<file path="src/rtl/fft_pkg.sv">
// Shared definitions for the 16-point radix-4 FFT datapath and its output
// serializer: frame geometry, complex sample type and digit reversal.
package fft_pkg;

  localparam int FFT_N = 16;
  localparam int FFT_W = 16;

  typedef struct packed {
    logic signed [FFT_W-1:0] re;
    logic signed [FFT_W-1:0] im;
  } cplx_t;

  // Serializer control state, kept as one struct so it can be observed whole.
  typedef struct packed {
    logic [1:0] full;
    logic       wsel;
    logic       rsel;
    logic [3:0] cnt;
    logic       overflow;
  } ser_state_t;

  // Radix-4 digit reversal of a 4-bit index: swap the two 2-bit digits.
  function automatic logic [3:0] digit_rev4(input logic [3:0] idx);
    return {idx[1:0], idx[3:2]};
  endfunction

endpackage

</file>
<file path="src/rtl/fft_frame_bank.sv">
// One 16-entry complex register bank: parallel load of a whole frame,
// indexed combinational read of a single slot.
module fft_frame_bank
  import fft_pkg::*;
#(
  parameter int W = FFT_W
) (
  input  logic             clk,
  input  logic             reset,
  input  logic             load,
  input  logic [FFT_N*W-1:0] wr_re,
  input  logic [FFT_N*W-1:0] wr_im,
  input  logic [3:0]       rd_slot,
  output logic [W-1:0]     rd_re,
  output logic [W-1:0]     rd_im
);

  logic [W-1:0] mem_re [FFT_N];
  logic [W-1:0] mem_im [FFT_N];

  always_ff @(posedge clk or posedge reset) begin
    if (reset) begin
      for (int k = 0; k < FFT_N; k++) begin
        mem_re[k] <= '0;
        mem_im[k] <= '0;
      end
    end else if (load) begin
      for (int k = 0; k < FFT_N; k++) begin
        mem_re[k] <= wr_re[k*W +: W];
        mem_im[k] <= wr_im[k*W +: W];
      end
    end
  end

  assign rd_re = mem_re[rd_slot];
  assign rd_im = mem_im[rd_slot];

endmodule

</file>
<file path="src/rtl/fft_out_serializer.sv">
// Captures parallel 16-bin FFT frames into a ping-pong buffer and streams the
// bins out in natural order; frames arriving with both banks occupied are dropped.
module fft_out_serializer
  import fft_pkg::*;
#(
  parameter int W         = FFT_W,
  parameter bit DIGIT_REV = 1'b1
) (
  input  logic               clk,
  input  logic               reset,
  input  logic               in_valid,
  input  logic [FFT_N*W-1:0] in_re,
  input  logic [FFT_N*W-1:0] in_im,
  output logic               out_valid,
  input  logic               out_ready,
  output logic [W-1:0]       out_re,
  output logic [W-1:0]       out_im,
  output logic [3:0]         out_idx,
  output logic               out_last,
  output logic               overflow,
  output logic               busy
);

  ser_state_t   st;
  ser_state_t   st_nx;
  logic [3:0]   rd_slot;
  logic         xfer;
  logic         rel;
  logic         wfree;
  logic         capture;
  logic         drop;
  logic [W-1:0] re_b0;
  logic [W-1:0] im_b0;
  logic [W-1:0] re_b1;
  logic [W-1:0] im_b1;

  // out_valid/out_ready: a bin transfers on any rising edge where both are
  // high; until then out_valid, out_re/out_im, out_idx and out_last hold.
  assign xfer    = st.full[st.rsel] & out_ready;
  assign rel     = xfer & (st.cnt == 4'd15);
  // A bank draining its last bin this cycle may be refilled on the same edge.
  assign wfree   = ~st.full[st.wsel] | (rel & (st.rsel == st.wsel));
  assign capture = in_valid & wfree;
  assign drop    = in_valid & ~wfree;

  always_comb begin
    st_nx = st;
    if (xfer) st_nx.cnt = st.cnt + 4'd1;
    if (rel) begin
      st_nx.full[st.rsel] = 1'b0;
      st_nx.rsel          = ~st.rsel;
    end
    // Applied after the release so a same-bank capture leaves the bank full.
    if (capture) begin
      st_nx.full[st.wsel] = 1'b1;
      st_nx.wsel          = ~st.wsel;
    end
    if (drop) st_nx.overflow = 1'b1;
  end

  always_ff @(posedge clk or posedge reset) begin
    if (reset) st <= '0;
    else       st <= st_nx;
  end

  assign rd_slot = DIGIT_REV ? digit_rev4(st.cnt) : st.cnt;

  fft_frame_bank #(.W(W)) u_bank0 (
    .clk     (clk),
    .reset   (reset),
    .load    (capture & ~st.wsel),
    .wr_re   (in_re),
    .wr_im   (in_im),
    .rd_slot (rd_slot),
    .rd_re   (re_b0),
    .rd_im   (im_b0)
  );

  fft_frame_bank #(.W(W)) u_bank1 (
    .clk     (clk),
    .reset   (reset),
    .load    (capture & st.wsel),
    .wr_re   (in_re),
    .wr_im   (in_im),
    .rd_slot (rd_slot),
    .rd_re   (re_b1),
    .rd_im   (im_b1)
  );

  assign out_valid = st.full[st.rsel];
  assign out_re    = st.rsel ? re_b1 : re_b0;
  assign out_im    = st.rsel ? im_b1 : im_b0;
  assign out_idx   = st.cnt;
  assign out_last  = (st.cnt == 4'd15);
  assign overflow  = st.overflow;
  assign busy      = |st.full;

endmodule

</file>
<file path="config.mk">
export PLATFORM = sky130hd
export DESIGN_NAME = fft_out_serializer
export DESIGN_NICKNAME = d
export VERILOG_FILES = /design/src/rtl/fft_pkg.sv /design/src/rtl/fft_frame_bank.sv /design/src/rtl/fft_out_serializer.sv
export SDC_FILE = /design/constraint.sdc
export NUM_CORES = 2
export LEC_CHECK = 0
export ABC_CLOCK_PERIOD_IN_PS = 24000
export CORE_MARGIN = 1
export CORE_UTILIZATION = 40
export DETAILED_ROUTE_END_ITERATION = 7
export SYNTH_ARGS = -nofsm -noshare
export SYNTH_HDL_FRONTEND = slang
export SYNTH_HIERARCHICAL = 1
export SYNTH_SLANG_ARGS = --single-unit
</file>
<file path="constraint.sdc">
create_clock -name clk -period 24 [get_ports clk]
set_clock_uncertainty 0.15 [all_clocks]
set_input_delay 4.8 -clock clk [delete_from_list [all_inputs] [get_ports clk]]
set_output_delay 4.8 -clock clk [all_outputs]
set_load 0.02 [all_outputs]
</file>
== Yosys cells after proc, flatten, opt, wreduce, memory -nomap -nowiden ==
Index checks and enable logic that the tools add are counted.
Widths: inputs -> output; s select.

* Flip-flop bits (word level): 1033
* Bits in latches: 0
* Memory bits (writable): 0
* Bits in read-only memories: 0
* Input bits: 516
* Output and inout bits: 40
* Word-level logic and storage cells: 120
* Memories kept: 0

* Add/sub/neg operators: 1
* Multipliers: 0
* Div/mod/pow operators: 0
* Order comparisons: 5
* Equal/unequal tests: 2
* Shifts and indexed selects: 0
* Multiplexer cells: 24
* Bitwise gates (word level): 16
* Reduce and logical (&&, ||, !) cells: 3

{| class="wikitable"
|+ Operators with widths
! kind !! count
|-
| $bmux 16 s4 || 4
|-
| $mux 16 || 10
|-
| $and 1x1->1 || 7
|-
| $mux 1 || 6
|-
| $ge 5x5->1 const B || 1
|-
| $not 4->5 || 1
|-
| $add 4x1->4 const B || 1
|-
| $eq 4x4->1 const B || 1
|-
| $lt 1x2->1 const B || 2
|-
| $not 1->1 || 4
|-
| $mux 3 || 1
|-
| $and 2x2->2 || 1
|-
| $demux 1 s1 || 2
|-
| $ge 1x1->1 const B || 2
|-
| $logic_and 1x1->1 || 2
|-
| $mux 2 || 1
|-
| $not 2->2 || 1
|-
| $or 2x2->2 || 1
|-
| $reduce_or 2->1 || 1
|-
| $eq 1x1->1 || 1
|-
| $or 1x1->1 || 1
|}

== Logic depth before layout (Yosys ltp) ==
* Depth in word-level cells: 9
* Depth in mapped cells: 8
* Depth with buffers taken out: 5

== Modules after synthesis ==
Netlist, hierarchy kept.

{| class="wikitable"
|+ Modules (own cells, without submodules)
! module !! instances !! cells each !! area an instance (µm²)
|-
| fft_frame_bank || 2 || 1353 || 22565.4
|-
| fft_out_serializer || 1 || 86 || 888.4
|}

== Least setup slack after synthesis ==
Ideal clock, no wire load.

* Kind: reg2out
* Start: register st (netlist bit out_idx[2])
* End: output out_im[0]
* Data arrival time: 1.981 ns
* Required time: 19.050 ns
* Path slack: 17.069 ns
* Stages on the path, launching flop included: 7
* Cell sequence: dfrtp_1 > buf_2 > buf_2 > mux4_2 > a22oi_1 > nand2_1 > mux2_2

* Cells in the longest elaborated chain, start to end: 5

{| class="wikitable"
|+ Ends and longest elaborated chain
! item !! RTL line !! source
|-
| start: declaration || fft_out_serializer.sv:24 || <nowiki>ser_state_t st;</nowiki>
|-
| start signal: assignment || fft_out_serializer.sv:63 || <nowiki>else st <= st_nx;</nowiki>
|-
| $not 4->5 (not written as such) || fft_frame_bank.sv:36 || <nowiki>assign rd_im = mem_im[rd_slot];</nowiki>
|-
| $bmux 16 s4 || fft_frame_bank.sv:36 ||
|-
| $mux 16 (not written as such) (2 in a row) || fft_frame_bank.sv:36 ||
|-
| named net im_b1[0] || fft_out_serializer.sv:35 || <nowiki>logic [W-1:0] im_b1;</nowiki>
|-
| $mux 16 || fft_out_serializer.sv:92 || <nowiki>assign out_im = st.rsel ? im_b1 : im_b0;</nowiki>
|-
| end: declaration || fft_out_serializer.sv:17 || <nowiki>output logic [W-1:0] out_im,</nowiki>
|}

The timed path passes the listed nets, and every way through them passes these cells. The select of a mux whose other input is x is not followed.

== Worst setup path in the final report ==
* Start: register st (netlist bit out_idx[3])
* End: output out_im[12]

* Cells in the longest elaborated chain, start to end: 5

{| class="wikitable"
|+ Ends and longest elaborated chain
! item !! RTL line !! source
|-
| $not 4->5 (not written as such) || fft_frame_bank.sv:36 ||
|-
| $bmux 16 s4 || fft_frame_bank.sv:36 ||
|-
| $mux 16 (not written as such) (2 in a row) || fft_frame_bank.sv:36 ||
|-
| named net im_b0[12] || fft_out_serializer.sv:33 || <nowiki>logic [W-1:0] im_b0;</nowiki>
|-
| $mux 16 || fft_out_serializer.sv:92 ||
|}

The timed path passes the listed nets, and every way through them passes these cells. The select of a mux whose other input is x is not followed.

==> out/results.tsv <==
stage	metric	value	unit
outcome	outcome	complete, no violations	
floorplan	die width	341	microns
drt	DR WL/cell	29.2	microns
placement	placed cell area	52900	sq um
cts	CTS tree	built	
cts	clock slew at reported path FFs	0.06	ns
synthesis	Yosys warning count	6	
hold_path	Worst Hold Class	register to register	
setup_path	Startpoint Class	register	
drt	antenna viol nets, final	0	
synthesis	post-synth top area cell	dfrtp_1	
global_route	global-route wire length before repair	212000	microns
timing	max-slew violation count	0	
global_route	largest net degree at the start of global routing	178	
synthesis	Seq cells post-synth	1033	
cts	worst skew pair latency	0.69	ns
cts	cts repair resizes	0	
drt	vias	27800	
setup_path	WP data arrival	6.24	ns
timing	Worst-Margin Slew	1.23	ns
power_and_ir_drop	P_leak	24.0	nW
cells_and_area	commonest non-fill, non-tap cell in the layout	mux2_2	
setup_path	critical path required time	19.05	ns
global_route	initial antenna violation count	48	
drt	Pre-antenna DRT Iters	5	
drt	Vias/cell	5.63	
setup_path	Crit. End Element	primary output	
timing	RSZ-0062 raised after global routing	no	
setup_path	Crit Path Max Fanout	72	
timing	final setup vio count	0	
drt	DRT iter0 DRCs	1848	
floorplan	die height	341	microns
cells_and_area	area grow syn2layout	24.1	%
floorplan	total core area	114000	sq um
cts	Post-CTS Hold Buffers	0	
drt	Remaining DRCs	0	
placement	Placer Congestion	0.855	
synthesis	Synth Cell Area	46000	sq um
timing	Setup TNS	0	ns
cts	TritonCTS Buffers	115	
synthesis	syn avg cell area	16.5	sq um
synthesis	part of the Yosys area used for sequential elements	56.2	%
cts	CTS Sinks	1033	
timing	FMAX	89.4	MHz
cts	Post-CTS Setup Inserts	0	
cts	root buf cell	clkbuf_16	
cts	H-tree depth	3	
cells_and_area	Layout Utilization	50.0	%
floorplan	I/O pin cnt	556	
cts	clk buf depth	3	
power_and_ir_drop	peak supply drop	87.4	uV
placement	hpwl dp	99900	microns
synthesis	Net Count, Synth	3309	
setup_path	max incr delay on CP	0.91	ns
timing	Period minus WS final	11.19	ns
floorplan	Rows	124	
drt	drt total wl	144000	microns
synthesis	Synth Flop Type	dfrtp_1	
synthesis	Post-synth ARST share	100	%
global_route	gr usage total	24.8	%
setup_path	CP cell instances	buf_4 -> buf_4 -> buf_4 -> mux4_2 -> a22oi_1 -> nand2_1 -> mux2_2 -> clkdlybuf4s50_1	
job	# Max-Cap Violations	0	
timing	Slew HR	18.1	%
global_route	number of global-route vias before repair	30500	
floorplan	die area	116000	sq um
placement	PortBufs	555	
timing	Tcrit/Tclk final	46.6	%
synthesis	number of flops mapped to enable cells by yosys	0	
synthesis	area share of the largest cell type after synthesis	56.2	%
setup_path	Crit-path slowest cell	buf_4	
setup_path	CP most frequent cell	buf_4	
cells_and_area	number of nets in the layout	3816	
synthesis	Synth cell types	30	
timing	Hold Vio Cnt, Final	0	
cells_and_area	cell area after layout	57100	sq um
cells_and_area	share of layout cells above drive strength 1	46.5	%
power_and_ir_drop	PwrDens	142	nW/um^2
setup_path	kind of critical path	register to primary output	
synthesis	Area contributors post-synth	dfrtp_1, mux2_2, mux4_2	
cells_and_area	most frequent cells in the layout	mux2_2, dfrtp_1, clkdlybuf4s50_1, mux4_2, a22oi_1	
floorplan	Starting Density	40.3	%
synthesis	post-synthesis cell count	2792	
global_route	total congestion overflow	0	
-- final cells by class --
class,instances,area (sq um)
sequential,1033,25900
tap,1512,1890
clock inverter,49,698
multi-input combinational,1545,19200
clock buffer,163,3460
antenna,26,65.1
timing repair buffer,599,5920
fill,9560,57100
inverter,5,33.8
-- cells in the mapped netlist (4+ instances only) --
| cell | number |
|---|---|
| mux2_2 | 1056 |
| inv_1 | 5 |
| buf_4 | 23 |
| dfrtp_1 | 1033 |
| buf_2 | 117 |
| nand2_1 | 68 |
| a22oi_1 | 129 |
| xnor2_1 | 4 |
| buf_1 | 14 |
| clkbuf_1 | 55 |
| nor2b_1 | 5 |
| mux4_2 | 256 |
-- per-layer routing --
metal  GRT usage, %  wire [microns]  vias up  part of all wire [%]
met4           8.33            3750       20                   2.6
li1               -               -    11600                     -
met1           36.0           64600    15100                    45
met3           5.63            9750      202                   6.8
met2           36.7           65800      855                    46
met5              0             130        -                 0.090
-- sequential cells by signal (all words and copies together), names as in the netlist --
signal          flops
u_bank1/mem_im    256
overflow            1
st                  4
u_bank0/mem_re    256
u_bank1/mem_re    256
out_idx             4
u_bank0/mem_im    256
-- power breakdown --
| part | leakage [nW] | switching [mW] | internal (mW) | total [mW] |
|---|---|---|---|---|
| Clock | 2.06 | 0.729 | 1.18 | 1.91 |
| Combinational | 9.10 | 1.42 | 1.69 | 3.11 |
| Sequential | 12.8 | 0.522 | 2.59 | 3.12 |
-- through the flow --
stage                     hold WS (ns)  setup WS, ns  total power, mW  std cells
final                            0.330         12.81             8.14       4932
after global routing             0.361         12.55             8.53       4931
after CTS                        0.337         12.73             8.18       4906
after detailed placement         0.324         13.56             6.24       4694
after global placement           0.313         13.64             6.10       4694
after floorplan                  0.325          4.75             5.06       2792
-- critical path, delay by kind of cell, from the launching register on --
kind / cells / cell delay, ns
multiplexers: 2 / 0.89
buffers and inverters: 4 / 3.09
AO/OA/AOI/OAI: 1 / 0.41
flip-flops: 1 / 0.72
AND/OR/NAND/NOR: 1 / 0.14
-- worst paths after layout --
kind | startpoint | to | slack (ns) | cells past startpoint
min in group asynchronous | reset | out_idx[3] | 4.56 | 2
max in group asynchronous | reset | u_bank1/mem_im[202] | 16.56 | 4
worst min register to register | overflow | overflow | 0.33 | 1
worst min-delay path | overflow | overflow | 0.33 | 1
worst max register to register | out_idx[2] | u_bank0/mem_re[241] | 18.69 | 7
worst max-delay path | out_idx[3] | out_im[12] | 12.81 | 8
-- cell families after synthesis --
logic type | after synthesis | synth area share (%)
AOI/OAI and AO/OA | 139 | 2.24
xor gates and xnor gates | 4 | 0.0761
adders and majority gates | 1 | 0.0272
buffers and inverters | 214 | 2.25
DFF | 1033 | 56.2
muxes | 1314 | 38.4
and+or+nand+nor | 87 | 0.799
Note: power is estimated with default switching activity, not from simulation.
